`src/rtl/bram_read_port_arbiter.sv`:
```
// Round-robin arbiter that shares one fixed-latency BRAM read port among NumReq requesters.
// It supports optional bounded lock bursts and returns one-hot tagged read data to each requester.
module bram_read_port_arbiter #(
  parameter int unsigned NumReq    = 3,
  parameter int unsigned AddrWidth = 14,
  parameter int unsigned DataWidth = 32,
  parameter int unsigned RdLatency = 1,
  parameter int unsigned MaxLock   = 64
) (
  input  logic                        clk_i,
  input  logic                        rst_ni,
  input  logic [NumReq-1:0]           req_i,
  input  logic [NumReq-1:0]           lock_i,
  input  logic [NumReq*AddrWidth-1:0] req_addr_i,
  output logic [NumReq-1:0]           gnt_o,
  output logic [NumReq-1:0]           rvalid_o,
  output logic [DataWidth-1:0]        rdata_o,
  output logic [AddrWidth-1:0]        bram_rd_addr_o,
  input  logic [DataWidth-1:0]        bram_rd_data_i,
  output logic                        busy_o
);

  localparam int unsigned IdxW = (NumReq > 1) ? $clog2(NumReq) : 1;
  localparam int unsigned CntW = $clog2(MaxLock + 1);

  logic [IdxW-1:0] rr_ptr_q, rr_ptr_d;
  logic [IdxW-1:0] owner_q, owner_d;
  logic            owner_vld_q, owner_vld_d;
  logic [CntW-1:0] lock_cnt_q, lock_cnt_d;

  logic [RdLatency-1:0][NumReq-1:0] tag_q;
  logic [NumReq-1:0]                rvalid_q;
  logic [DataWidth-1:0]             rdata_q;

  logic            hold;
  logic            win_vld;
  logic            gnt_vld;
  logic [IdxW-1:0] win_idx;
  int unsigned     cand;

  always_comb begin
    hold    = owner_vld_q && req_i[owner_q] && (lock_cnt_q < CntW'(MaxLock));
    win_vld = 1'b0;
    win_idx = '0;
    cand    = 0;
    if (hold) begin
      win_vld = 1'b1;
      win_idx = owner_q;
    end else begin
      // First requester found scanning upward from rr_ptr with wrap.
      for (int unsigned k = 0; k < NumReq; k++) begin
        cand = (int'(rr_ptr_q) + k) % NumReq;
        if (!win_vld && req_i[cand]) begin
          win_vld = 1'b1;
          win_idx = IdxW'(cand);
        end
      end
    end
  end

  // Combinational outputs are forced quiet while reset is asserted.
  assign gnt_vld        = win_vld & rst_ni;
  assign gnt_o          = gnt_vld ? (NumReq'(1) << win_idx) : '0;
  assign bram_rd_addr_o = gnt_vld ? req_addr_i[win_idx*AddrWidth +: AddrWidth] : '0;

  always_comb begin
    rr_ptr_d    = rr_ptr_q;
    owner_d     = owner_q;
    owner_vld_d = 1'b0;
    lock_cnt_d  = '0;
    if (win_vld) begin
      // A hold grant leaves rr_ptr alone so bursts do not skip other requesters.
      if (!hold) begin
        rr_ptr_d = (win_idx == IdxW'(NumReq - 1)) ? '0 : win_idx + IdxW'(1);
      end
      owner_d     = win_idx;
      owner_vld_d = lock_i[win_idx];
      lock_cnt_d  = hold ? lock_cnt_q + CntW'(1) : CntW'(1);
    end
  end

  always_ff @(posedge clk_i or negedge rst_ni) begin
    if (!rst_ni) begin
      rr_ptr_q    <= '0;
      owner_q     <= '0;
      owner_vld_q <= 1'b0;
      lock_cnt_q  <= '0;
      tag_q       <= '0;
      rvalid_q    <= '0;
      rdata_q     <= '0;
    end else begin
      rr_ptr_q    <= rr_ptr_d;
      owner_q     <= owner_d;
      owner_vld_q <= owner_vld_d;
      lock_cnt_q  <= lock_cnt_d;
      tag_q[0]    <= gnt_o;
      for (int unsigned i = 1; i < RdLatency; i++) begin
        tag_q[i] <= tag_q[i-1];
      end
      rvalid_q <= tag_q[RdLatency-1];
      if (|tag_q[RdLatency-1]) begin
        rdata_q <= bram_rd_data_i;
      end
    end
  end

  assign rvalid_o = rvalid_q;
  assign rdata_o  = rdata_q;
  assign busy_o   = (rst_ni & (|req_i)) | (|tag_q) | (|rvalid_q);

endmodule

```
`config.mk`:
```
export PLATFORM = sky130hd
export DESIGN_NAME = bram_read_port_arbiter
export DESIGN_NICKNAME = d
export VERILOG_FILES = /design/src/rtl/bram_read_port_arbiter.sv
export SDC_FILE = /design/constraint.sdc
export NUM_CORES = 1
export LEC_CHECK = 0
export ABC_AREA = 1
export CORE_AREA = 2 2 91 93
export CTS_BUF_LIST = sky130_fd_sc_hd__clkbuf_16
export DETAILED_ROUTE_END_ITERATION = 6
export DIE_AREA = 0 0 93 95
export PLACE_DENSITY_LB_ADDON = 0.15
export SYNTH_ARGS = -nofsm -noshare
export SYNTH_HDL_FRONTEND = slang
export SYNTH_SLANG_ARGS = --single-unit
```
`constraint.sdc`:
```
create_clock -name clk_i -period 3.83 [get_ports clk_i]
set_input_delay 0.383 -clock clk_i [delete_from_list [all_inputs] [get_ports clk_i]]
set_output_delay 0.383 -clock clk_i [all_outputs]
set_load 0.03 [all_outputs]
```
After elaboration in Yosys (flattened, before gate mapping)
Cells that the tools add are included.
Storage, ports and cells
  register bits after elaboration: 50
  output and inout port bits: 53
  word-level logic and storage cells: 65
Cells by class
  add/subtract/negate cells: 4
  $mul: 1
  div/mod/pow operators: 3
  $lt $le $gt $ge: 6
  equal/unequal tests: 1
  shift operators: 2
  mux-type cells: 26
  bitwise gates (word level): 5
  reduce and logical (&&, ||, !) cells: 10
Operators with widths (count)
  < comparator 32 x 3 -> 1 bit, second input constant: 3
  modulo 32 x 2 -> 32 bit, second input constant: 2
  indexed part select 42 x 7 -> 14 bit: 1
  modulo 2 x 2 -> 32 bit, second input constant: 1
  2-to-1 mux 14 bit: 1
  2-to-1 mux 7 bit: 2
  2-to-1 mux 1 bit: 12
  binary-select mux 1 bit (select 2 bit): 5
  2-to-1 mux 2 bit: 5
  OR reduction 3 bit: 3
  adder 7 x 1 -> 7 bit, second input constant: 1
  < comparator 7 bit, second input constant: 1
  < comparator 2 x 3 -> 1 bit, second input constant: 2
  multiplier 2 x 3 -> 5 bit, second input constant: 1
  logical AND 1 bit: 4
  adder 2 x 1 -> 3 bit, second input constant: 1
  adder 2 x 2 -> 3 bit, second input constant: 1
  2-to-1 mux 3 bit: 1
  << shifter 1 x 2 -> 3 bit, first input constant: 1
  adder 2 x 1 -> 2 bit, second input constant: 1
  AND 1 bit: 2
  equality test 2 bit, second input constant: 1
  logical NOT 1 bit: 2
  OR 1 bit: 2
  2 further kinds: 2

Longest topological paths before layout
Gate-level depths: netlist of run 1.
  word-level depth: 16
  mapped depth: 17
  depth with buffers taken out: 16

Least setup slack after synthesis of run 1
Ideal clock, no wire load.
  kind: reg-to-output
  start point: register rr_ptr_q[0]
  end point: output bram_rd_addr_o[4]
  arrival time: 2.220 ns
  slack: 1.227 ns
  cell stages (with the launch flop): 17
  cells stage by stage: dfrtp_1 > inv_1 > ha_1 > inv_2 > nand2_1 > nand3_1 > nand2_1 > nand2_2 > nand2_1 > nand2_2 > nand3_4 > nand2_4 > buf_12 > nand2_1 > nand2_1 > nand2_1 > a21oi_1
On the way
  cells in the longest elaborated chain, start to end: 16
Ends and longest elaborated chain
  start, declared: line 26  | logic [IdxW-1:0] rr_ptr_q, rr_ptr_d;
  start signal, assigned: line 92  | rr_ptr_q <= rr_ptr_d;
  branches (longest 15 deep; another with modulo 32 x 2 -> 32 bit)
  2-to-1 mux 14 bit (*): line 64  | assign bram_rd_addr_o = gnt_vld ? req_addr_i[win_idx*AddrWidth +: AddrWidth] : '0;
  end, declared: line 18  | output logic [AddrWidth-1:0] bram_rd_addr_o,
Mark *: on every way between the ends. The select of a mux whose other input is x is not followed.

Final worst setup path of run 1
  start point: register rr_ptr_q[0]
  end point: output bram_rd_addr_o[12]
Same word-level chain as after synthesis.

==> impl_metrics.json, run 1 <==
{
  "avgSynthCellArea_um2": 7.48,
  "yosys.area.top_type": "dfrtp_1",
  "finalHoldViolations": 0,
  "skew_ns": 0.00656,
  "cp.required_ns": 3.45,
  "fin_setup_tns_ns": 0,
  "finalHoldWorstSlack_ns": 0.220,
  "fin_crit_ns": 3.55,
  "worst-endpoint-arrival_ns": 3.16,
  "root_buffer": "clkbuf_16",
  "avgViaCountPerCell": 4.60,
  "route.met3.wl_um": 645,
  "die_x_um": 93,
  "syn_inst": 361,
  "synth_warnings": 0,
  "cpPeakStageDelay_ns": 0.69,
  "swShare_pct": 51.8,
  "p_int_mw": 2.14,
  "fmax_ghz": 0.282,
  "crit_start": "rr_ptr_q[0]",
  "worstMarginPinSlew_ns": 0.981,
  "wl_per_cell_um": 12.4,
  "n_fill_cell": 761,
  "cpLargestDelayFamily": "buffers and inverters",
  "top_layer_used": "met4",
  "numCtsBuffers": 5,
  "synth-seq-cells": 50,
  "grt_max_degree": 51,
  "synth-edff-count": 0,
  "cts.sinks": 50,
  "final_nets": 583,
  "vias": 2763,
  "ys.flop_type": "dfrtp_1",
  "relSlewSlack_pct": 34.5,
  "drv_cap": 0,
  "critPathKind": "reg -> out",
  "synthArstFlopShare_pct": 100,
  "synth_area_um2": 2700,
  "crit_path_end_kind": "primary output",
  "wl_met2_um": 3380,
  "port_buffers": 134,
  "setup-violations-final": 0,
  "cp_num_cells": 14,
  "yosysSeqAreaShare_pct": 46.3,
  "drv_slew": 0,
  "drtIter0Drc": 162,
  "drt_pre_antenna_iters": 4,
  "rows": 33,
  "dp_hpwl_um": 5720,
  "ant_nets": 0,
  "post_synth_num_cell_types": 32,
  "critPathSlowestCell": "clkdlybuf4s50_1",
  "crit_path_frequent_cell": "nand2_1",
  "ios": 135,
  "status": "finished, final reports clean",
  "core_area_um2": 7930,
  "ir_worst_vdd_mv": 0.593,
  "routed_wl_um": 7450,
  "crit_buf_inv": 5,
  "ctsHoldBuffers": 0,
  "htree_num_levels": 2,
  "drc_errors": 0,
  "insertion_delay_ns": 0.28,
  "p_per_area_nw_per_um2": 1040,
  "start_kind": "flop",
  "power_frac_clock_pct": 9.5,
  "start_util_pct": 34.1,
  "syn_nets": 448,
  "crit_path_max_fanout": 9,
  "antenna_found_initial": 0,
  "clk_pin_slew_ns": 0.07,
  "track_usage_pct": 16.6,
  "seqPwrFrac_pct": 19.7,
  "synth_top_area_share_pct": 46.3,
  "netlist_top_cells_count": "nand2_1, dfrtp_1, nand3_1",
  "cts_tree": "done",
  "drive_gt1_share_pct": 9.88,
  "clk_path_buf_depth": 2,
  "power.share.combinational_pct": 70.9,
  "hold_class": "in -> async",
  "wl_met1_um": 3340,
  "period_share_pct": 92.6,
  "p_sw_mw": 2.31,
  "grt_pass1_vias": 2545,
  "r2r_start": "rr_ptr_q[0]",
  "dieArea_um2": 8840,
  "die_h_um": 95,
  "grt_pass1_wl_um": 11900,
  "postCtsSetupRepairBufs": 0,
  "diodes": 0,
  "rsz0062_at_grt": "no",
  "path_cells": "inv_1 > ha_1 > inv_2 > nand2_1 > nand3_1 > nand2_1 > nand2_1 > nor2_1 > nand2_1 > inv_2 > nor2_4 > clkinvlp_4 > a21oi_1 > clkdlybuf4s50_1",
  "leakage_nw": 2.14,
  "area_delta_synth_final_pct": 58.8,
  "grt-ovfl-total": 0,
  "post-synth-top-count-cell": "nand2_1",
  "gp_congestion": 0.825,
  "synth.area.top_cells": "dfrtp_1, nand2_1, nand3_1",
  "r2r_cells": 13
}
## worst register-to-register path: stages, from the launching register on
cell        delay (ns)
dfrtp_1           0.41
inv_1             0.08
ha_1              0.39
inv_2             0.14
nand2_1           0.06
nand3_1           0.07
nand2_1           0.11
nand2_1           0.10
nor2_1            0.04
nand2_1           0.10
inv_2             0.07
nor2_4            0.23
clkinvlp_4        0.24
nor2_1            0.22
## metal layers
layer	vias to the layer above	GRT usage, %
met5	-	0
met4	0	4.04
met3	8	4.71
met2	125	26.8
met1	1227	22.3
li1	1403	-
## power by group through the flow
stage               Sequential [mW]  Clock (mW)  Combinational (mW)
floorplan                      1.22           0                1.82
global placement              0.876           0                3.16
detailed placement            0.883           0                3.18
CTS                           0.875       0.435                3.20
global route                  0.901       0.456                3.46
finish                        0.876       0.421                3.15
## metrics by stage
| step | cell area, um2 | std cells | utilization, % | power, mW | setup WS (ns) |
|---|---|---|---|---|---|
| CTS | 4270 | 601 | 53.9 | 4.51 | 0.134 |
| detailed placement | 4130 | 594 | 52.1 | 4.06 | 0.425 |
| finish | 4290 | 601 | 54.1 | 4.45 | 0.282 |
| global route | 4290 | 601 | 54.1 | 4.82 | 0.00533 |
| floorplan | 2700 | 361 | - | 3.04 | 1.23 |
| global placement | 4130 | 594 | 52.1 | 4.04 | 0.460 |
## repair_timing
| action | 4_1_cts | 5_1_grt |
|---|---|---|
| setup endpoints to repair | 0 | 10 |
| hold endpoints to repair | 0 | 0 |
| gates resized for setup | 0 | 6 |
## layout by cell type, fill, tap and decap left out, types with 2 or more instances in the layout
cell / instances
a21oi_1: 12
buf_4: 8
clkbuf_16: 5
clkdlybuf4s50_1: 126
clkinvlp_4: 3
dfrtp_1: 50
dlymetal6s2s_1: 5
ha_1: 5
inv_1: 14
inv_2: 8
nand2_1: 181
nand2_2: 11
nand2_4: 2
nand3_1: 27
nand4_1: 2
nor2_1: 9
nor2_4: 2
nor3_1: 4
nor4_1: 2
o21ai_0: 6
o21ai_1: 2
## worst paths after layout
check | end | slack [ns]
max | bram_rd_addr_o[12] | 0.28
min | lock_cnt_q[6] | 0.22
max reg2reg | tag_q[1] | 1.49
min reg2reg | rvalid_o[2] | 0.40
max in group asynchronous | rvalid_o[0] | 3.19
min in group clk_i | rvalid_o[2] | 0.40
## logic make-up (layout without fill, tap and decap cells)
kind of cell,count (synthesis),in the layout,synth area share (%)
buffers and inverters,36,171,6.44
adder cells (fa/ha/maj),5,5,2.32
AND/OR/NAND/NOR,246,246,39.7
flip-flops,50,50,46.3
AO/OA/AOI/OAI,24,24,5.19
## sequential cells by signal (all words and copies together) (netlist names)
name	cells
lock_cnt_q	7
rr_ptr_q	2
owner_vld_q	1
rvalid_o	3
rdata_o	32
tag_q	3
owner_q	2
## layout make-up
class                      count  area (um2)  area share (%)
tap                          105         131            3.06
sequential                    50        1250            29.2
multi-input combinational    275        1280            29.9
inverter                      24        96.3            2.25
clock inverter                 2        15.0           0.350
clock buffer                   5         125            2.92
timing repair buffer         140        1390            32.4
Note: power is estimated with default switching activity, not from simulation.
==> run 2: changes to the inputs <==
CAP_MARGIN = 20   (was default)
==> results of run 2 <==
No change in the layout: final DEF, timing and power equal those of run 1.
==> run 3: changes to the inputs <==
HOLD_SLACK_MARGIN = 0.05   (was default)
SETUP_SLACK_MARGIN = 0.1   (was default)
==> run 3 against run 2 <==
Effect of this change:
- routed wire length about the same
- combinational power about the same
- critical path type unchanged
- count of clock-buffer cells in the layout unchanged
- critical endpoint is now gnt_o[0]
- worst setup slack improved by 0.081 ns
- register-to-register slack about the same
==> impl_metrics.json, run 3 (synthesized netlist as in run 1, its figures left out) <==
{
  "status": "finished, final reports clean",
  "hold_class": "in -> async",
  "ant_nets": 0,
  "area_delta_synth_final_pct": 59.5,
  "core_area_um2": 7930,
  "cp.required_ns": 3.45,
  "antenna_found_initial": 0,
  "ios": 135,
  "critPathSlowestCell": "clkdlybuf4s50_1",
  "cts_tree": "done",
  "grt_pass1_wl_um": 11900,
  "grt-ovfl-total": 0,
  "insertion_delay_ns": 0.28,
  "gp_congestion": 0.825,
  "drive_gt1_share_pct": 9.88,
  "clk_pin_slew_ns": 0.07,
  "track_usage_pct": 16.6,
  "ir_worst_vdd_mv": 0.593,
  "critPathKind": "reg -> out",
  "routed_wl_um": 7440,
  "leakage_nw": 2.26,
  "period_share_pct": 90.5,
  "start_util_pct": 34.1,
  "crit_path_end_kind": "primary output",
  "drc_errors": 0,
  "vias": 2770,
  "postCtsSetupRepairBufs": 0,
  "drt_pre_antenna_iters": 4,
  "drtIter0Drc": 164,
  "cts.sinks": 50,
  "ctsHoldBuffers": 0,
  "crit_path_max_fanout": 8,
  "crit_path_frequent_cell": "nand2_1",
  "htree_num_levels": 2,
  "largest_reg_flops": 32,
  "final_common_cell": "nand2_1",
  "port_buffers": 134,
  "avgViaCountPerCell": 4.61,
  "dp_hpwl_um": 5720,
  "worstMarginPinSlew_ns": 0.972,
  "worst-endpoint-arrival_ns": 3.08,
  "start_kind": "flop",
  "finalHoldViolations": 0,
  "final_nets": 583,
  "path_cells": "inv_1 > ha_1 > inv_2 > nand2_1 > nand3_1 > nand2_1 > nand2_1 > nor2_1 > nand2_1 > inv_2 > nor2_4 > nand2_2 > nor2_4 > clkdlybuf4s50_1",
  "n_fill_cell": 755,
  "cpPeakStageDelay_ns": 0.71,
  "final_cell_mix": "nand2_1, clkdlybuf4s50_1, dfrtp_1, nand3_1, inv_1",
  "rsz0062_at_grt": "no",
  "fmax_ghz": 0.288,
  "grt_max_degree": 51,
  "p_per_area_nw_per_um2": 1030,
  "rows": 33,
  "setup_slack_ns": 0.363,
  "fin_setup_tns_ns": 0,
  "setup-violations-final": 0,
  "root_buffer": "clkbuf_16",
  "drv_slew": 0,
  "place_ws_ns": 0.425,
  "grt_pass1_vias": 2545,
  "drv_cap": 0,
  "wl_per_cell_um": 12.4,
  "skew_ns": 0.00625,
  "fin_crit_ns": 3.47,
  "relSlewSlack_pct": 35.1,
  "die_x_um": 93,
  "die_h_um": 95,
  "diodes": 0,
  "clk_path_buf_depth": 2,
  "numCtsBuffers": 5,
  "dieArea_um2": 8840
}
run 3: cell types whose count changed in the layout (fill, tap and decap cells not counted):
cell / before / now
dlymetal6s2s_1: 5 / 13
clkdlybuf4s50_1: 126 / 118
run 3: power by group:
group	internal, mW	switching, mW	total [mW]
Combinational	1.13	2.00	3.13
Sequential	0.759	0.117	0.876
Clock	0.238	0.182	0.420
run 3: worst max-delay path: cells and delay by family, from the launching register on:
kind / cells / cell delay (ns)
buffers and inverters: 4 / 1.00
AND/OR/NAND/NOR: 9 / 1.01
flip-flops: 1 / 0.41
adder cells (fa/ha/maj): 1 / 0.39
run 3: final timing paths:
path | end | startpoint | cells after the start | slack [ns]
min in group clk_i | rvalid_o[2] | tag_q[2] | 0 | 0.40
worst max register to register | tag_q[1] | rr_ptr_q[0] | 13 | 1.48
worst min register to register | rvalid_o[2] | tag_q[2] | 0 | 0.40
max in group asynchronous | rvalid_o[0] | rst_ni | 2 | 3.19
worst min-delay path | lock_cnt_q[6] | rst_ni | 2 | 0.22
worst max-delay path | gnt_o[0] | rr_ptr_q[0] | 14 | 0.36
run 3: layout make-up:
type                    count  area, um2  share of cell area (%)
repair buffers            140       1410                    32.7
multi-input cells         275       1280                    29.7
well taps                 105        131                    3.05
inverters                  24       96.3                    2.24
flip-flops and latches     50       1250                    29.0
clock buffers               5        125                    2.90
clock inverters             2       15.0                   0.349
run 3: what timing repair did:
item / 4_1_cts / 5_1_grt
endpoints found under the setup margin: 0 / 13
resized for setup: 0 / 14
hold endpoints to repair: 0 / 0
run 3: per-layer routing:
| metal | up-vias | GRT usage, % | part of all wire, % |
|---|---|---|---|
| met5 | - | 0 | 0 |
| met4 | 0 | 4.04 | 1.0 |
| met3 | 8 | 4.71 | 8.4 |
| met2 | 119 | 26.8 | 46 |
| met1 | 1239 | 22.3 | 44 |
| li1 | 1404 | - | - |
run 3: stage by stage:
| stage | std cells | hold slack (ns) | instance area (um2) | utilization [%] | power [mW] |
|---|---|---|---|---|---|
| after floorplan | 361 | 0.0874 | 2700 | - | 3.04 |
| after global placement | 594 | 0.380 | 4130 | 52.1 | 4.04 |
| after detailed placement | 594 | 0.384 | 4130 | 52.1 | 4.06 |
| after CTS | 601 | 0.253 | 4270 | 53.9 | 4.51 |
| after global routing | 601 | 0.287 | 4310 | 54.3 | 4.80 |
| final | 601 | 0.217 | 4310 | 54.3 | 4.43 |
